--- config.mk ---
export PLATFORM = sky130hd
export DESIGN_NAME = seg7_scan_ctrl_flat
export DESIGN_NICKNAME = d
export VERILOG_FILES = /design/src/rtl/seg7_if.sv /design/src/rtl/seg7_scan_ctrl.sv /design/src/flat_wrapper.sv
export SDC_FILE = /design/constraint.sdc
export NUM_CORES = 1
export LEC_CHECK = 0
export ABC_CLOCK_PERIOD_IN_PS = 2800
export BUFFER_PORTS_ARGS = -buffer_cell sky130_fd_sc_hd__clkbuf_2
export CORE_MARGIN = 4
export CORE_UTILIZATION = 35
export CTS_BUF_LIST = sky130_fd_sc_hd__clkbuf_4 sky130_fd_sc_hd__clkbuf_8
export DETAILED_ROUTE_END_ITERATION = 16
export REMOVE_ABC_BUFFERS = 1
export SYNTH_ARGS = -nofsm -noshare
export SYNTH_HDL_FRONTEND = slang
export SYNTH_SLANG_ARGS = --single-unit
export TNS_END_PERCENT = 50
--- constraint.sdc ---
create_clock -name clk -period 2.8 [get_ports clk]
set_input_delay 0.42 -clock clk [delete_from_list [all_inputs] [get_ports clk]]
set_output_delay 0.42 -clock clk [all_outputs]
set_load 0.01 [all_outputs]
--- src/rtl/seg7_if.sv ---
// Pin-side bundle for the multiplexed 7-segment scanner: display requests in,
// active-low LED drives out.
interface seg7_if #(
  parameter int DIGITS = 8
);
  logic                  freeze;
  logic                  load;
  logic [4*DIGITS-1:0]   data;
  logic [DIGITS-1:0]     dp_in;
  logic [DIGITS-1:0]     blank;
  logic [3:0]            bright;
  logic [DIGITS-1:0]     led_en;
  logic [6:0]            led_seg;
  logic                  led_dp;

  modport master (
    output freeze, load, data, dp_in, blank, bright,
    input  led_en, led_seg, led_dp
  );

  modport slave (
    input  freeze, load, data, dp_in, blank, bright,
    output led_en, led_seg, led_dp
  );
endinterface

--- src/rtl/seg7_scan_ctrl.sv ---
// Multiplexed common-anode 7-segment scanner with shadowed data, PWM dimming and
// blanking. Define SEG7_LZS_EN to enable leading-zero suppression captured at load.
module seg7_scan_ctrl #(
  parameter int DIGITS    = 8,
  parameter int SCAN_LOG2 = 16
) (
  input  logic     clk,
  input  logic     rst_n,
  seg7_if.slave    bus
);
  localparam int IDX_W = (DIGITS > 1) ? $clog2(DIGITS) : 1;

  logic [SCAN_LOG2-1:0] prescaler_r;
  logic [IDX_W-1:0]     index_r;
  logic [4*DIGITS-1:0]  shadow_data_r;
  logic [DIGITS-1:0]    shadow_dp_r;
  logic [DIGITS-1:0]    shadow_blank_r;
  logic [DIGITS-1:0]    lzs_mask_s;
  logic [3:0]           nibble_s;
  logic [3:0]           phase_s;
  logic                 lit_s;
  logic [DIGITS-1:0]    en_s;
  logic [6:0]           seg_s;
  logic                 dp_s;
  logic [DIGITS-1:0]    led_en_r;
  logic [6:0]           led_seg_r;
  logic                 led_dp_r;

  // Hex nibble to active-high {g,f,e,d,c,b,a}.
  function automatic logic [6:0] encode(input logic [3:0] nib);
    logic [6:0] seg;
    case (nib)
      4'h0: seg = 7'h3F;
      4'h1: seg = 7'h06;
      4'h2: seg = 7'h5B;
      4'h3: seg = 7'h4F;
      4'h4: seg = 7'h66;
      4'h5: seg = 7'h6D;
      4'h6: seg = 7'h7D;
      4'h7: seg = 7'h07;
      4'h8: seg = 7'h7F;
      4'h9: seg = 7'h6F;
      4'hA: seg = 7'h77;
      4'hB: seg = 7'h7C;
      4'hC: seg = 7'h39;
      4'hD: seg = 7'h5E;
      4'hE: seg = 7'h79;
      4'hF: seg = 7'h71;
      default: seg = 7'h00;
    endcase
    return seg;
  endfunction

`ifdef SEG7_LZS_EN
  // A digit above 0 is suppressed while it and every higher nibble are zero and no dp is requested.
  function automatic logic [DIGITS-1:0] lzs_mask(input logic [4*DIGITS-1:0] dat,
                                                 input logic [DIGITS-1:0]   dpm);
    logic [DIGITS-1:0] mask;
    logic              zero_above;
    mask       = '0;
    zero_above = 1'b1;
    for (int i = DIGITS - 1; i >= 1; i--) begin
      if (dat[4*i +: 4] != 4'h0) begin
        zero_above = 1'b0;
      end else begin
        zero_above = zero_above;
      end
      mask[i] = zero_above & ~dpm[i];
    end
    return mask;
  endfunction

  assign lzs_mask_s = lzs_mask(bus.data, bus.dp_in);
`else
  assign lzs_mask_s = '0;
`endif

  // Shadow capture; suppression is folded into the stored blank mask.
  always_ff @(posedge clk or negedge rst_n) begin
    if (!rst_n) begin
      shadow_data_r  <= '0;
      shadow_dp_r    <= '0;
      shadow_blank_r <= '0;
    end else if (bus.load) begin
      shadow_data_r  <= bus.data;
      shadow_dp_r    <= bus.dp_in;
      shadow_blank_r <= bus.blank | lzs_mask_s;
    end
  end

  // Slot prescaler and digit index; freeze parks both at the start of digit 0.
  always_ff @(posedge clk or negedge rst_n) begin
    if (!rst_n) begin
      prescaler_r <= '0;
      index_r     <= '0;
    end else if (bus.freeze) begin
      prescaler_r <= '0;
      index_r     <= '0;
    end else begin
      prescaler_r <= prescaler_r + {{(SCAN_LOG2-1){1'b0}}, 1'b1};
      if (prescaler_r == {SCAN_LOG2{1'b1}}) begin
        if (index_r == IDX_W'(DIGITS - 1)) begin
          index_r <= '0;
        end else begin
          index_r <= index_r + {{(IDX_W-1){1'b0}}, 1'b1};
        end
      end
    end
  end

  // Next pin state from the current scan position and shadow contents.
  always_comb begin
    nibble_s = shadow_data_r[{index_r, 2'b00} +: 4];
    phase_s  = prescaler_r[SCAN_LOG2-1 -: 4];
    lit_s    = !bus.freeze && (phase_s <= bus.bright) && !shadow_blank_r[index_r];
    en_s     = '1;
    seg_s    = 7'h7F;
    dp_s     = 1'b1;
    if (lit_s) begin
      en_s[index_r] = 1'b0;
      seg_s         = ~encode(nibble_s);
      dp_s          = ~shadow_dp_r[index_r];
    end else begin
      en_s  = '1;
      seg_s = 7'h7F;
      dp_s  = 1'b1;
    end
  end

  // Registered pin drivers; dark whenever the digit is not lit.
  always_ff @(posedge clk or negedge rst_n) begin
    if (!rst_n) begin
      led_en_r  <= '1;
      led_seg_r <= 7'h7F;
      led_dp_r  <= 1'b1;
    end else begin
      led_en_r  <= en_s;
      led_seg_r <= seg_s;
      led_dp_r  <= dp_s;
    end
  end

  assign bus.led_en  = led_en_r;
  assign bus.led_seg = led_seg_r;
  assign bus.led_dp  = led_dp_r;
endmodule

--- src/flat_wrapper.sv ---
// flat-port wrapper written by rule: the top's interface ports become plain ports
module seg7_scan_ctrl_flat 
#(
  parameter int DIGITS    = 8,
  parameter int SCAN_LOG2 = 16
)
  (clk, rst_n, bus_freeze, bus_load, bus_data, bus_dp_in, bus_blank, bus_bright, bus_led_en, bus_led_seg, bus_led_dp);
  seg7_if #(.DIGITS(DIGITS)) bus_i ();
  input  logic clk;
  input  logic rst_n;
  input wire logic [$bits(bus_i.freeze)-1:0] bus_freeze;
  input wire logic [$bits(bus_i.load)-1:0] bus_load;
  input wire logic [$bits(bus_i.data)-1:0] bus_data;
  input wire logic [$bits(bus_i.dp_in)-1:0] bus_dp_in;
  input wire logic [$bits(bus_i.blank)-1:0] bus_blank;
  input wire logic [$bits(bus_i.bright)-1:0] bus_bright;
  output wire logic [$bits(bus_i.led_en)-1:0] bus_led_en;
  output wire logic [$bits(bus_i.led_seg)-1:0] bus_led_seg;
  output wire logic [$bits(bus_i.led_dp)-1:0] bus_led_dp;
  assign bus_i.freeze = bus_freeze;
  assign bus_i.load = bus_load;
  assign bus_i.data = bus_data;
  assign bus_i.dp_in = bus_dp_in;
  assign bus_i.blank = bus_blank;
  assign bus_i.bright = bus_bright;
  assign bus_led_en = bus_i.led_en;
  assign bus_led_seg = bus_i.led_seg;
  assign bus_led_dp = bus_i.led_dp;
  seg7_scan_ctrl #(.DIGITS(DIGITS), .SCAN_LOG2(SCAN_LOG2)) u_core (.clk(clk), .rst_n(rst_n), .bus(bus_i));
endmodule
# Word level (Yosys, flattened, before mapping)
# Memory sizes are Yosys's and may differ from the RTL's.
# Cells that the tools add are included.
# word_totals
mem_bits_rw	0
memories	1
reg_bits	83
output_inout_bits	16
inputBits	56
wordCells	40
romBits	112
latchBits	0
# mem_list
name	words	word_bits	rd	rd_ports_with_merged_regs	write_ports	line	text
(name not given)	16	7	1	0	0	seg7_scan_ctrl.sv:32	case (nib)
# op_classes
multipliers	0
eq_ne	2
n_div	0
muxes	14
magnitude_cmp	3
n_bitwise	3
n_addsub	2
reduce_logical	6
n_shift	1
# ops
op	n
32-bit by 6-bit variable part select with 4-bit output	1
16-bit by 1-bit adder with 16-bit output (second input constant)	1
16-bit == test (second input constant)	1
16-bit 2-to-1 mux	1
7-bit 2-to-1 mux	2
3-bit 2-to-1 mux	3
8-bit 2-to-1 mux	1
8-bit inverter	1
7-bit inverter	1
1-bit binary-select mux with 3-bit select	2
4-bit less-or-equal comparator	1
3-bit by 4-bit < comparator with 1-bit output (second input constant)	1
1-bit 2-to-1 mux	4
3-bit by 1-bit adder with 3-bit output (second input constant)	1
1-bit demux with 3-bit select	1
3-bit == test (second input constant)	1
3-bit by 1-bit >= comparator with 1-bit output (second input constant)	1
1-bit logical AND	3
1-bit zero test	2
2-bit nonzero test	1
1-bit inverter	1

# Depth between registers and ports, before layout
# depth
word_depth	7
ltp_mapped	10
depth_no_buf	8

# Worst setup path after synthesis
# OpenSTA, ideal clock, no wires.
# synth_timing
path_kind	flip-flop to flip-flop
start	reg u_core.index_r[1]
end	reg u_core.led_seg_r[0] (netlist: u_core.bus.led_seg[0])
n_path_buf	2
period_less_slack_ps	2558
t_arrival_ps	2493
setup_ps	66
path_stages_with_launch	10
t_required_ps	2734
slack_ps	242
cell_sequence	dfrtp_1 -> buf_2 -> buf_2 -> mux4_2 -> mux2i_1 -> ha_1 -> inv_1 -> or2_2 -> a21o_1 -> nand4_1
# synth_between
elab_chain_cells	5
word_cells_on_any_way	9
classes_between	shift: 1; mux: 4; bitwise: 1; reduce/logical: 2; memory: 1
# synth_lines
item	line	text
from (decl)	seg7_scan_ctrl.sv:14	logic [IDX_W-1:0] index_r;
from (signal assigned)	seg7_scan_ctrl.sv:105	index_r <= index_r + {{(IDX_W-1){1'b0}}, 1'b1};
32-bit by 6-bit variable part select with 4-bit output / 1-bit binary-select mux with 3-bit select (equally long branches)	seg7_scan_ctrl.sv:113, seg7_scan_ctrl.sv:115	
memory read 16 x 7 bit / 1-bit 2-to-1 mux (equally long branches)	-	
7-bit 2-to-1 mux / 1-bit zero test (equally long branches)	seg7_scan_ctrl.sv:119, seg7_scan_ctrl.sv:115	
7-bit inverter / 1-bit logical AND (equally long branches)	seg7_scan_ctrl.sv:121, seg7_scan_ctrl.sv:115	
7-bit 2-to-1 mux (*)	seg7_scan_ctrl.sv:119	if (lit_s) begin
net u_core.seg_s[0]	seg7_scan_ctrl.sv:23	logic [6:0] seg_s;
to (signal assigned)	seg7_scan_ctrl.sv:138	led_seg_r <= seg_s;
to (decl)	seg7_scan_ctrl.sv:26	logic [6:0] led_seg_r;
# The timed path passes the listed nets; every way through them passes the cells marked *. The select of a mux whose other input is x is not followed.
# A chain may end at the register's enable or synchronous reset.

# Worst setup path after layout
# layout_timing
start	reg u_core.index_r[1]
end	reg u_core.led_en_r[6] (netlist: u_core.bus.led_en[6])
# layout_between
elab_chain_cells	6
word_cells_on_any_way	11
classes_between	order compare: 2; mux: 5; bitwise: 1; reduce/logical: 3
# layout_lines
item	line	text
3-bit by 4-bit < comparator with 1-bit output (not written as such) / 3-bit by 1-bit >= comparator with 1-bit output (equally long branches)	seg7_scan_ctrl.sv:120	en_s[index_r] = 1'b0;
1-bit logical AND (not written as such)	seg7_scan_ctrl.sv:120	
1-bit 2-to-1 mux (not written as such)	seg7_scan_ctrl.sv:120	
1-bit demux with 3-bit select	-	
8-bit inverter (no source line)	-	
8-bit 2-to-1 mux (*)	seg7_scan_ctrl.sv:119	
net u_core.en_s[6]	seg7_scan_ctrl.sv:22	logic [DIGITS-1:0] en_s;
to (signal assigned)	seg7_scan_ctrl.sv:137	led_en_r <= en_s;
to (decl)	seg7_scan_ctrl.sv:25	logic [DIGITS-1:0] led_en_r;
# Marks and branches as above.

==> results.md <==
- Vias per cell: approximately 4.8
- H-Tree Depth: 3
- Die Ht: 113.6 um
- Share of cells above drive strength 1: 45.13%
- Clk_lat worst skew: roughly 0.37 ns
- PD cells: about 550 mW/mm2
- Min-Delay Path Class: input port to async pin
- Max Freq: 0.4031 GHz
- YS warnings: 0
- # setup viols final: 0
- Clock skew: approximately 0.016 ns
- Synth Flop Type: dfrtp_1
- Number of inserted diodes: 0
- Die area: 0.01292 mm2
- Fin Setup TNS: 0 ns
- Nets: between 400 and 500
- Vias in the first global route: 2757
- Crit Path Max Fanout: 10
- Final Hold Vio Count: 0
- DR pass1 iterations: 4
- Kind of end point of the critical path: flop
- Slew Limit Fails: 0
- GRT Overall Usage: 12.99%
- Minimum clock period: 2.481 ns
- Place WS: 0.3168 ns
- Top post-synthesis cells by count: dfrtp_1 (67), mux2_2 (50), nor2_1 (22), nand2_1 (17)
- Top cell type by total area after synthesis: dfrtp_1
- Final period util: 88.61%
- Clock Sinks: 83
- Layout area overhead: 19.73%
- Global route total overflow: 0
- Wire per inst: 14.49 um
- Initial core utilization: 35.88%
- Largest net degree at the start of global routing: between 80 and 90
- CTS tree: done
- Initial DRC count: 35
- Rel. slew slack: 32.74%
- Top post-synthesis cells by area: dfrtp_1 (43%), mux2_2 (14%), dfstp_2 (11%), mux4_2 (5.2%), ha_1 (4.2%)
- Initial antenna violation count: 0
- Sequential share of the synthesized area: between 50% and 60%
- Synthesized area: 0.003906 mm2
- Post-CTS Repair Setup Buffers: 0
- Vias: 2550
- Gate Count Post-Synth: 307
- Least-Margin Pin Slew: 1.009 ns
- Ys async rst share: 100.0%
- Dpl hpwl: about 5700 um
- FF-to-FF path depth: 5
- Register bit total from synthesis: 83
- CP arrival: 2.76 ns
- PostCTS Resize Cnt: 0
- RSZ-0062 raised after global routing: no
- Hold buffer count at CTS: 0
- Peak VDD IR: between 200 and 300 uV
- Routed Antenna Nets: 0
- Leakage power: slightly above 2 nW
- Clk slew on worst S/H paths: 0.09 ns
- CP required: 3.08 ns
- Critical Path Source Type: flop
- Die X: 113.6 um
- CTS buffer count: 9
- CP Class: flop to flop
- Core area: 0.01089 mm2
- Root Buffer: clkbuf_8
- Count of buffers from port buffering: 71
- Final wirelength: between 7000 and 8000 um
- Residual DRC count: 0
- Top-area cell type share of the netlist area: 42.92%
- # rows: 38
- Post-synth EDFFs: 0
- GPL Wtd Cong: 0.7750
- Top-Level Pins: 72
- Post-synthesis area per instance: 12.72 um2
- First-pass GRT wire length: roughly 13000 um
- Clk buf depth: 2
- Synth cell types: 36
- Final worst slack: around 0.32 ns
- Top-count cell post-synth: dfrtp_1
- Max Cap Viol: 0
- Status: completed
final timing paths:
| check | start | endpoint | slack [ns] |
|---|---|---|---|
| hold reg to reg | u_core.prescaler_r[0] | u_core.prescaler_r[0] | 0.46 |
| max in group asynchronous | rst_n | u_core.prescaler_r[9] | 1.93 |
| setup / recovery | u_core.index_r[1] | u_core.bus.led_en[6] | 0.32 |
| setup reg to reg | u_core.index_r[1] | u_core.bus.led_en[6] | 0.32 |
| hold / removal | rst_n | u_core.shadow_data_r[16] | 0.22 |
| min in group clk | bus_data[28] | u_core.shadow_data_r[28] | 0.28 |
stage by stage:
stage                     utilization, %  instance area, um2  power [mW]  std cells  hold slack [ns]
after CTS                          42.96                4677       2.616        530           0.2621
after floorplan                        -                3849       1.518        293           0.1244
after global placement             40.93                4457       1.649        514           0.4468
final                              42.96                4677       2.583        530           0.2161
after global routing               42.96                4677       2.713        530           0.2713
after detailed placement           40.93                4457       1.662        514           0.4514
report_power, final:
group / total (mW) / switching (mW) / internal [mW]
combinational: 0.294 / 0.136 / 0.158
clock: 0.953 / 0.439 / 0.514
sequential: 1.34 / 0.0436 / 1.29
worst max-delay path: stages, from the launching register on:
cell and delay (ns):
dfrtp_1 0.55, mux2_2 0.38, mux4_2 0.49, a2111oi_4 0.61
and2_1 0.27, nand3_1 0.09
layout make-up:
type                    instances  area [um2]
inverters                      13       48.80
fillers                      1032        6211
well taps                     140       175.2
multi-input cells             197        1703
flip-flops and latches         83        2097
clock inverters                 6       88.84
clock buffers                  10       131.4
repair buffers                 81       432.9
cells by family (layout without fill, tap and decap cells):
family / after synthesis / in the layout / synth area share [%]
adders and majority gates: 13 / 13 / 4.164
xor gates and xnor gates: 12 / 12 / 2.691
buffers and inverters: 27 / 110 / 2.722
and+or+nand+nor: 81 / 81 / 10.41
DFF: 83 / 83 / 53.68
AOI/OAI and AO/OA: 22 / 22 / 4.164
muxes: 69 / 69 / 22.17
layer usage:
layer  global-route usage, %  part of all wire (%)
met1                   17.04                    46
met2                   19.83                    46
met3                   3.501                   5.8
met4                   6.571                   2.4
met5                       0                     0
flip-flops by register name, indices dropped and copies added (netlist names):
signal                 cells
u_core.bus.led_dp          1
u_core.shadow_blank_r      8
u_core.bus.led_en          8
u_core.shadow_dp_r         8
u_core.prescaler_r        16
u_core.shadow_data_r      32
u_core.bus.led_seg         7
u_core.index_r             3
layout by cell type, fill, tap and decap left out, types with 10 or more instances in the layout:
cell,count
clkbuf_2,70
dfrtp_1,67
mux2_2,50
nor2_1,22
nand2_1,17
nand3_1,16
dfstp_2,16
ha_1,13
inv_1,12
buf_4,11
mux2i_1,10
No activity file was read; power rests on OpenSTA's default activity.
